--- src/rtl/omsp_spm_cmd_seq.sv ---
// omsp_spm_cmd_seq: command sequencer that sits between the execution unit
// and the SPM array. It handles protect/unprotect (an update strobe followed
// by a violation check) and key loads (KEY_WORDS 16-bit words streamed to the
// array). Each command ends with a one-cycle done pulse and a held status.
module omsp_spm_cmd_seq #(
    parameter int KEY_WORDS = 8
) (
    input  logic        mclk,
    input  logic        puc_rst,
    input  logic        cmd_valid,
    input  logic [1:0]  cmd_op,
    output logic        cmd_ready,
    input  logic        cmd_abort,
    input  logic [15:0] key_word,
    input  logic        key_word_valid,
    output logic        key_word_ready,
    input  logic        spm_key_select_valid,
    input  logic        spm_violation,
    output logic        update_spm,
    output logic        enable_spm,
    output logic        write_key,
    output logic [15:0] key_in,
    output logic        busy,
    output logic        done,
    output logic [1:0]  status
);

    // A single-word key still needs a 1-bit counter to keep the types legal.
    localparam int CNT_W = (KEY_WORDS > 1) ? $clog2(KEY_WORDS) : 1;
    localparam logic [CNT_W-1:0] CNT_LAST = CNT_W'(KEY_WORDS - 1);

    localparam logic [1:0] OP_PROTECT   = 2'b00;
    localparam logic [1:0] OP_UNPROTECT = 2'b01;
    localparam logic [1:0] OP_LOAD_KEY  = 2'b10;

    localparam logic [1:0] ST_OK        = 2'b00;
    localparam logic [1:0] ST_VIOLATION = 2'b01;
    localparam logic [1:0] ST_ILLEGAL   = 2'b10;
    localparam logic [1:0] ST_ABORTED   = 2'b11;

    typedef enum logic [2:0] {
        S_IDLE,
        S_UPDATE,
        S_CHECK,
        S_KEY_LOAD,
        S_RESP
    } state_t;

    state_t           state_q, state_d;
    logic [1:0]       op_q, op_d;
    logic [CNT_W-1:0] cnt_q, cnt_d;
    logic [1:0]       status_q, status_d;

    // State, latched opcode, key word counter and result code.
    always_ff @(posedge mclk) begin
        if (puc_rst) begin
            state_q  <= S_IDLE;
            op_q     <= OP_PROTECT;
            cnt_q    <= '0;
            status_q <= ST_OK;
        end else begin
            state_q  <= state_d;
            op_q     <= op_d;
            cnt_q    <= cnt_d;
            status_q <= status_d;
        end
    end

    // Next-state logic and strobes; status only changes on the way into RESP
    // so it stays stable from one response to the next.
    always_comb begin
        state_d        = state_q;
        op_d           = op_q;
        cnt_d          = cnt_q;
        status_d       = status_q;
        cmd_ready      = 1'b0;
        key_word_ready = 1'b0;
        update_spm     = 1'b0;
        enable_spm     = 1'b0;
        write_key      = 1'b0;
        key_in         = '0;
        done           = 1'b0;

        case (state_q)
            S_IDLE: begin
                cmd_ready = 1'b1;
                if (cmd_valid) begin
                    op_d = cmd_op;
                    case (cmd_op)
                        OP_PROTECT, OP_UNPROTECT: begin
                            state_d = S_UPDATE;
                        end
                        OP_LOAD_KEY: begin
                            if (spm_key_select_valid) begin
                                cnt_d   = '0;
                                state_d = S_KEY_LOAD;
                            end else begin
                                status_d = ST_ILLEGAL;
                                state_d  = S_RESP;
                            end
                        end
                        default: begin
                            status_d = ST_ILLEGAL;
                            state_d  = S_RESP;
                        end
                    endcase
                end
            end

            S_UPDATE: begin
                update_spm = 1'b1;
                enable_spm = (op_q == OP_PROTECT);
                state_d    = S_CHECK;
            end

            S_CHECK: begin
                status_d = spm_violation ? ST_VIOLATION : ST_OK;
                state_d  = S_RESP;
            end

            S_KEY_LOAD: begin
                // Abort wins over a word offered in the same cycle.
                if (cmd_abort) begin
                    status_d = ST_ABORTED;
                    state_d  = S_RESP;
                end else if (key_word_valid) begin
                    key_word_ready = 1'b1;
                    write_key      = 1'b1;
                    key_in         = key_word;
                    if (cnt_q == CNT_LAST) begin
                        // Counter is left at its last value rather than wrapping.
                        status_d = ST_OK;
                        state_d  = S_RESP;
                    end else begin
                        cnt_d = cnt_q + CNT_W'(1);
                    end
                end
            end

            S_RESP: begin
                done    = 1'b1;
                state_d = S_IDLE;
            end

            default: begin
                state_d = S_IDLE;
            end
        endcase
    end

    assign busy   = (state_q != S_IDLE);
    assign status = status_q;

endmodule

--- config.mk ---
export PLATFORM = sky130hd
export DESIGN_NAME = omsp_spm_cmd_seq
export DESIGN_NICKNAME = d
export VERILOG_FILES = /design/src/rtl/omsp_spm_cmd_seq.sv
export SDC_FILE = /design/constraint.sdc
export NUM_CORES = 1
export LEC_CHECK = 0
export ABC_AREA = 1
export CAP_MARGIN = 20
export CORE_ASPECT_RATIO = 1.2
export CORE_MARGIN = 1.5
export CORE_UTILIZATION = 34
export DETAILED_ROUTE_END_ITERATION = 10
export GPL_ROUTABILITY_DRIVEN = 1
export PLACE_DENSITY = 0.78
export RECOVER_POWER = 100
export SLEW_MARGIN = 5
export SYNTH_ARGS = -nofsm -noshare
export SYNTH_HDL_FRONTEND = slang
export SYNTH_SLANG_ARGS = --single-unit
--- constraint.sdc ---
create_clock -name mclk -period 1.6 [get_ports mclk]
set_clock_uncertainty 0.1 [all_clocks]
set_input_delay 0.32 -clock mclk [delete_from_list [all_inputs] [get_ports mclk]]
set_output_delay 0.32 -clock mclk [all_outputs]
set_load 0.01 [all_outputs]
==> results.txt, run 1 <==
The checks that failed: negative setup slack. The remaining global-route overflow is 0. The area fraction in compound gates after synthesis came to 0.0640. In the final layout, the share of cells above drive strength 1 is 0.369. The count of unique library cells instantiated by Yosys is 18. The pin count of the biggest net entering global routing came out at 9.

At the worst endpoint, the required time is 1180 ps. The remaining design rule violation count came out at 0. The number of synthesized register bits came out at 10. Fill cells in the final layout number 190. The number of pins exceeding their max-slew limit in the final report came out at 0. Of the total synthesized cell area, the portion taken by full adders, half adders and majority gates is 0.0346. The number of nets in the layout came out at 231. The horizontal die dimension came out at 45.1 um. The core region is 2030 sq um. The TritonCTS clock tree is built. Synthesis produced a netlist with a net count of 156.

The via density per instance is 4.73. Setup repair after global routing could not meet its margin everywhere. The fraction of met2 tracks used by global routing is 0.414. Clock-pin slew was measured on the worst setup and hold paths at 70 ps.

The arrival time of data at the critical path endpoint came out at 1280 ps. After synthesis, the mean cell area works out to 5.61 sq um. Derived from the worst setup path, the maximum achievable clock frequency is 589 MHz. The weighted congestion at the end of routability-driven global placement came out at 0.787. The classification of the worst-slack hold path is reg2reg. The headroom to the max-slew limit is 0.762. The antenna diode instance count came out at 0. The clock insertion delay at the later pin of the skew report came out at 270 ps. The worst setup path is captured at a primary output. The y dimension of the die came out at 53.5 um. The post-synthesis share of cell area spent on xor and xnor gates is 0. The worst setup path is launched from a flip-flop.

The worst setup path is of the reg2out kind. The effective utilization at floorplan is 0.357. The number of vias after detailed routing is 1054.

Across the VDD grid, the largest voltage drop is 0.444 mV. Across every metal layer, demand over resource in global routing totals 0.207. The post-synthesis cell area came out at 723 sq um.

The yosys synthesis warning count is 0. The buffer levels on the longest clock path came out at 2. After synthesis, the largest family of logic cells by area is simple AND/OR/NAND/NOR gates. The number of global-route vias before repair is 971. Measured against the total synthesized area, the mux share comes to 0. The number of iterations in the first detailed-routing pass is 4. In the global route stage, met1 resource usage came out at 0.197. The leakage component of the power is 0.769 nW. The post-detailed-placement half-perimeter wirelength came out at 1.75 mm. The area overhead of the layout relative to synthesis came out at 96.7%.

After layout, the worst setup slack is -99.1 ps. The count of buffers inserted at the top-level ports is 49. The number of max-capacitance violations reported is 0. The first-pass GRT wire length came out at 3.74 mm. After layout, the minimum clock period comes to 1700 ps. The register-to-register setup slack came out at 70 ps.

The full die area came out at 2410 sq um. The total wirelength of the detailed-routed design is 2.48 mm. In the synthesized netlist, the number of instances is 129. Of the total synthesized cell area, the portion taken by AND, OR, NAND and NOR gates is 0.446. The number of antenna violations at the first check in global routing came out at 0. The layer flagged by global routing as most heavily used is met2. The final-report setup violation count is 16. The global-route met3 utilization came out at 0.0478. The slew of the pin with the lowest slew margin came out at 356 ps. The antenna violation net count after detailed routing came out at 0.

The most common cell after layout, fill and taps aside is sky130_fd_sc_hd__nand2_1. The total I/O pin count is 50. The sequential-to-total area share from yosys stat is 0.277. The critical-path maximum fanout came out at 5.

The final hold slack came out at 390 ps. The count of routing violations after the opening detailed-route iteration is 16. The period utilization came out at 1.06.

CTS placed an instance of sky130_fd_sc_hd__clkbuf_4 at the clock tree root. The power per unit of standard cell area came out at 628 nW/um^2. The pre-CTS setup slack came out at -584 ps. Buffers inserted during clock tree synthesis total 3. The routed length per instance is 11.1 um. The H-tree depth reported by CTS is 1. The run finished, with violations left. The total count of hold-check failures in the final report is 0. After floorplanning, the core was divided into 18 placement rows. The number of clock sinks came out at 10. The top cell types in the final layout, fill and taps aside, are sky130_fd_sc_hd__nand2_1, sky130_fd_sc_hd__inv_1, sky130_fd_sc_hd__clkdlybuf4s50_1.
## power by group
part | leakage (nW) | internal, W | switching, W | total [W]
clock network | 0.0210 | 0.000138 | 0.0000960 | 0.000234
registers | 0.0837 | 0.000279 | 0.0000182 | 0.000297
logic | 0.664 | 0.000178 | 0.000184 | 0.000362
## cell type report
type | count | area [sq um] | area share
timing repair buffer | 70 | 543 | 0.382
multi-input combinational | 88 | 494 | 0.347
clock buffer | 4 | 36.3 | 0.0255
inverter | 31 | 119 | 0.0836
sequential | 10 | 205 | 0.144
tap | 20 | 25.0 | 0.0176
## timing repair
action / 4_1_cts / 5_1_grt
setup buffers: 4 / 1
gates resized for setup: 108 / 17
hold buffers: 0 / 0
cloned: 2 / 0
endpoints found under the setup margin: 23 / 26
pin swaps: 15 / 19
## metrics by stage
| stage | util | area, sq um | total power (W) | TNS, ps | instances |
|---|---|---|---|---|---|
| floorplan | - | 731 | 0.000446 | 0 | 129 |
| global placement | 0.672 | 1360 | 0.000627 | -10680 | 213 |
| detailed placement | 0.672 | 1360 | 0.000636 | -11120 | 213 |
| CTS | 0.688 | 1400 | 0.000882 | -1140 | 223 |
| global route | 0.702 | 1420 | 0.000943 | -1780 | 223 |
| finish | 0.702 | 1420 | 0.000893 | -854 | 223 |
## kinds of logic (layout without fill, tap and decap cells)
group,Yosys count,after routing
compound gates,9,9
simple gates,75,77
fa+ha+maj,2,2
flops,10,10
buf+inv,33,105
## path summary, 6_finish.rpt
kind,from,end,cells after the start
max,state_q[0],key_in[1],6
min,op_q[1],op_q[1],2
max reg2reg,state_q[2],cnt_q[2],11
min reg2reg,op_q[1],op_q[1],2
## sequential cells by signal, indices dropped and copies added, names as in the netlist
| register | flops |
|---|---|
| op_q | 2 |
| cnt_q | 3 |
| status | 2 |
| state_q | 3 |
## critical path, cell delays in order, from the launching register on
cell and delay [ps]:
sky130_fd_sc_hd__dfxtp_2 340, sky130_fd_sc_hd__nand2_2 60, sky130_fd_sc_hd__nor2_4 130, sky130_fd_sc_hd__buf_6 140, sky130_fd_sc_hd__nand3_4 90, sky130_fd_sc_hd__nor2_1 110
sky130_fd_sc_hd__buf_2 140
## synthesized netlist by cell type
cell / n / area, sq um
sky130_fd_sc_hd__nor2_4: 1 / 11.3
sky130_fd_sc_hd__nor2_1: 26 / 97.6
sky130_fd_sc_hd__buf_2: 1 / 5.00
sky130_fd_sc_hd__nor2_2: 2 / 12.5
sky130_fd_sc_hd__buf_4: 1 / 7.51
sky130_fd_sc_hd__nand2_2: 2 / 12.5
sky130_fd_sc_hd__nand3_1: 9 / 45.0
sky130_fd_sc_hd__or2_1: 1 / 6.26
sky130_fd_sc_hd__dfxtp_1: 10 / 200
sky130_fd_sc_hd__nor3_1: 3 / 15.0
sky130_fd_sc_hd__nand2_1: 30 / 113
sky130_fd_sc_hd__ha_1: 2 / 25.0
sky130_fd_sc_hd__o21ai_0: 3 / 15.0
sky130_fd_sc_hd__inv_2: 2 / 7.51
sky130_fd_sc_hd__inv_1: 29 / 109
sky130_fd_sc_hd__nand3_2: 1 / 10.0
sky130_fd_sc_hd__o22ai_1: 1 / 6.26
sky130_fd_sc_hd__a21oi_1: 5 / 25.0
## per-layer routing
layer	share of wire	up-vias
li1	-	536
met1	0.36	458
met2	0.51	56
met3	0.12	4
met4	0.011	0
met5	0	-
Power figures use the tool's default switching activity.
==> inputs of run 2 (changes only) <==
--- a/config.mk
+++ b/config.mk
@@ -12,2 +12,3 @@
 export CORE_UTILIZATION = 34
+export CTS_CLUSTER_DIAMETER = 60
 export DETAILED_ROUTE_END_ITERATION = 10
==> constraint.sdc (replaced) <==
create_clock -name mclk -period 1.6 [get_ports mclk]
set_clock_uncertainty 0.1 [all_clocks]
set_input_delay 0.4 -clock mclk [delete_from_list [all_inputs] [get_ports mclk]]
set_output_delay 0.4 -clock mclk [all_outputs]
set_load 0.01 [all_outputs]
==> run 2 against run 1 <==
The run still ends with negative setup slack left. Clock power is 29% lower. Hold slack worse by 17 ps. Final area is 8.6% higher. Sequential power hardly changed. Global-route usage is 1.3 points higher. Critical endpoint is now key_in[13].
==> results.txt, run 2 (synthesis results as in run 1) <==
The site row count is 18. The horizontal die dimension is 45.1 um. The area of the placeable core came out at 2030 sq um.

The library cell used most frequently in the layout, excluding fill and tap cells, is sky130_fd_sc_hd__inv_1. The tree is rooted in a sky130_fd_sc_hd__clkbuf_4. The final instance count without filler cells is 224. The fraction of layout cells with a size suffix above 1 is 0.461.

The count of buffers inserted at the top-level ports is 49. The number of global-route vias before repair was 972. The total count of hold-check failures in the final report was 0. The flow ran to the end, but the final reports show violations. The final-report setup violation count is 21. The setup TNS came out at -3220 ps. The worst endpoint required time came out at 1100 ps. The antenna diode instance count is 0. Setup repair after global routing could not meet its margin everywhere.

The total global routing track utilization came out at 0.220. The detailed route wirelength on metal2 is 1.52 mm. In this run the most critical hold path is launched from op_q[1]. In this run the worst hold path is classified as reg2reg.

The number of nets in the layout is 233. The uppermost signal routing layer after detailed routing is met4. The weighted congestion at the end of routability-driven global placement is 0.827.

The power per unit of standard cell area is 574 nW/um^2. In this run the remaining antenna-violating nets after routing total 0. In this run, CTS created clock tree buffers numbering 3. The total placed cells including tap cells is 212. The post-detailed-placement half-perimeter wirelength came out at 1.93 mm. TritonCTS built the clock tree. The remaining design rule violation count came out at 0.

The pre-CTS setup slack came out at -764 ps. Relative to the synthesized area, the layout overhead comes to 114%. The post-route worst setup slack came out at -227 ps. The count of routing violations after the opening detailed-route iteration came out at 19. CTS built an H-tree with a depth of 1. The arrival time of data at the critical path endpoint is 1330 ps. The clock insertion delay at the later pin of the skew report is 260 ps.

The effective utilization at floorplan came out at 0.357. The via density per instance came out at 4.74. The largest incremental delay on the critical path is 340 ps. The critical-path maximum fanout is 4. The critical path is of the reg2out type. The worst pin sits at a relative slew slack of 0.869.

The slew of the pin with the lowest slew margin is 196 ps. After clock tree synthesis, the flow added hold-fix buffers numbering 0. In the final routed layout, each cell accounts on average for 12.9 um. The first TritonRoute pass finished after 4 iterations. The number of antenna violations at the first check in global routing was 0. STA classifies the critical path startpoint as a flip-flop. The y dimension of the die is 53.5 um. The largest registers in the layout are cnt_q x3, state_q x3.

The count of buffering cells on the critical path with inverters included is 2. The post-route total power came out at 0.000887 W. The final critical-path required period is 1830 ps. The number of clock sinks came out at 10. The number of pins exceeding their max-slew limit in the final report came out at 0. The first global-routing pass estimated 3.85 mm of wire. The leakage component of the power is 0.810 nW. For this design the top-level I/O count stands at 50. The worst setup path is captured at a primary output. The pin count of the biggest net entering global routing came out at 9.

The clock-pin transition on the worst setup and hold timing paths came out at 60 ps. The critical path starts at state_q[1]. In the final routing, the length of wire on met1 measures 1.07 mm.

Among cell families on the critical path, the largest total delay comes from simple AND/OR/NAND/NOR gates. The remaining global-route overflow came out at 0. In this run the critical register-to-register path is launched from state_q[0]. After detailed routing, the met3 layer carries 190 um of wire. Traced cell by cell, the critical path runs through nand2_2 -> nor2_4 -> buf_12 -> nand3_4 -> nor2_2 -> buf_2. The buffer levels on the longest clock path came out at 2. In the layout the commonest cells are sky130_fd_sc_hd__inv_1, sky130_fd_sc_hd__nand2_1, sky130_fd_sc_hd__clkdlybuf4s50_1. The peak ir drop on the vdd network is 0.577 mV. The checks that failed: negative setup slack.

The number of max-capacitance violations reported came out at 0. The full die area is 2410 sq um. The highest clock frequency the design can meet is 547 MHz. Summing over every cut layer, the via total after detailed routing is 1062. The period utilization came out at 1.14. The slowest stage of the critical path is the sky130_fd_sc_hd__dfxtp_2 cell. The total wirelength of the detailed-routed design is 2.89 mm.
run 2: path summary, 6_finish.rpt:
kind | depth (start not counted) | slack (ps) | to
setup reg to reg | 12 | 50 | cnt_q[2]
hold reg to reg | 2 | 370 | op_q[1]
setup / recovery | 6 | -230 | key_in[13]
hold / removal | 2 | 370 | op_q[1]
run 2: worst min-delay path: stages (launching register included):
cell and delay [ps]:
sky130_fd_sc_hd__dfxtp_1 320, sky130_fd_sc_hd__nand2_1 60, sky130_fd_sc_hd__a21oi_1 50
run 2: power by group:
part           internal (W)  switching, W
Combinational      0.000209      0.000214
Sequential         0.000279     0.0000180
Clock             0.0000867     0.0000802
run 2: cell type report:
type	count	area [sq um]
timing repair buffer	72	606
inverter	31	119
clock buffer	3	22.5
multi-input combinational	88	568
sequential	10	205
tap	20	25.0
fill	132	482
run 2: repair_timing:
action / CTS / global route
setup buffers: 4 / 4
setup endpoints to repair: 25 / 28
gates resized for setup: 112 / 40
gates cloned: 2 / 0
pin swaps: 16 / 16
run 2: through the flow:
step / utilization / hold WS (ps) / instance area, sq um
floorplan: - / 333 / 738
global placement: 0.670 / 345 / 1360
detailed placement: 0.670 / 357 / 1360
CTS: 0.692 / 366 / 1400
global route: 0.762 / 415 / 1550
finish: 0.762 / 372 / 1550
run 2: routing by layer:
metal	up-vias	track usage
met2	46	0.421
li1	536	-
met3	11	0.0273
met5	-	0
met4	0	0.132
met1	469	0.217
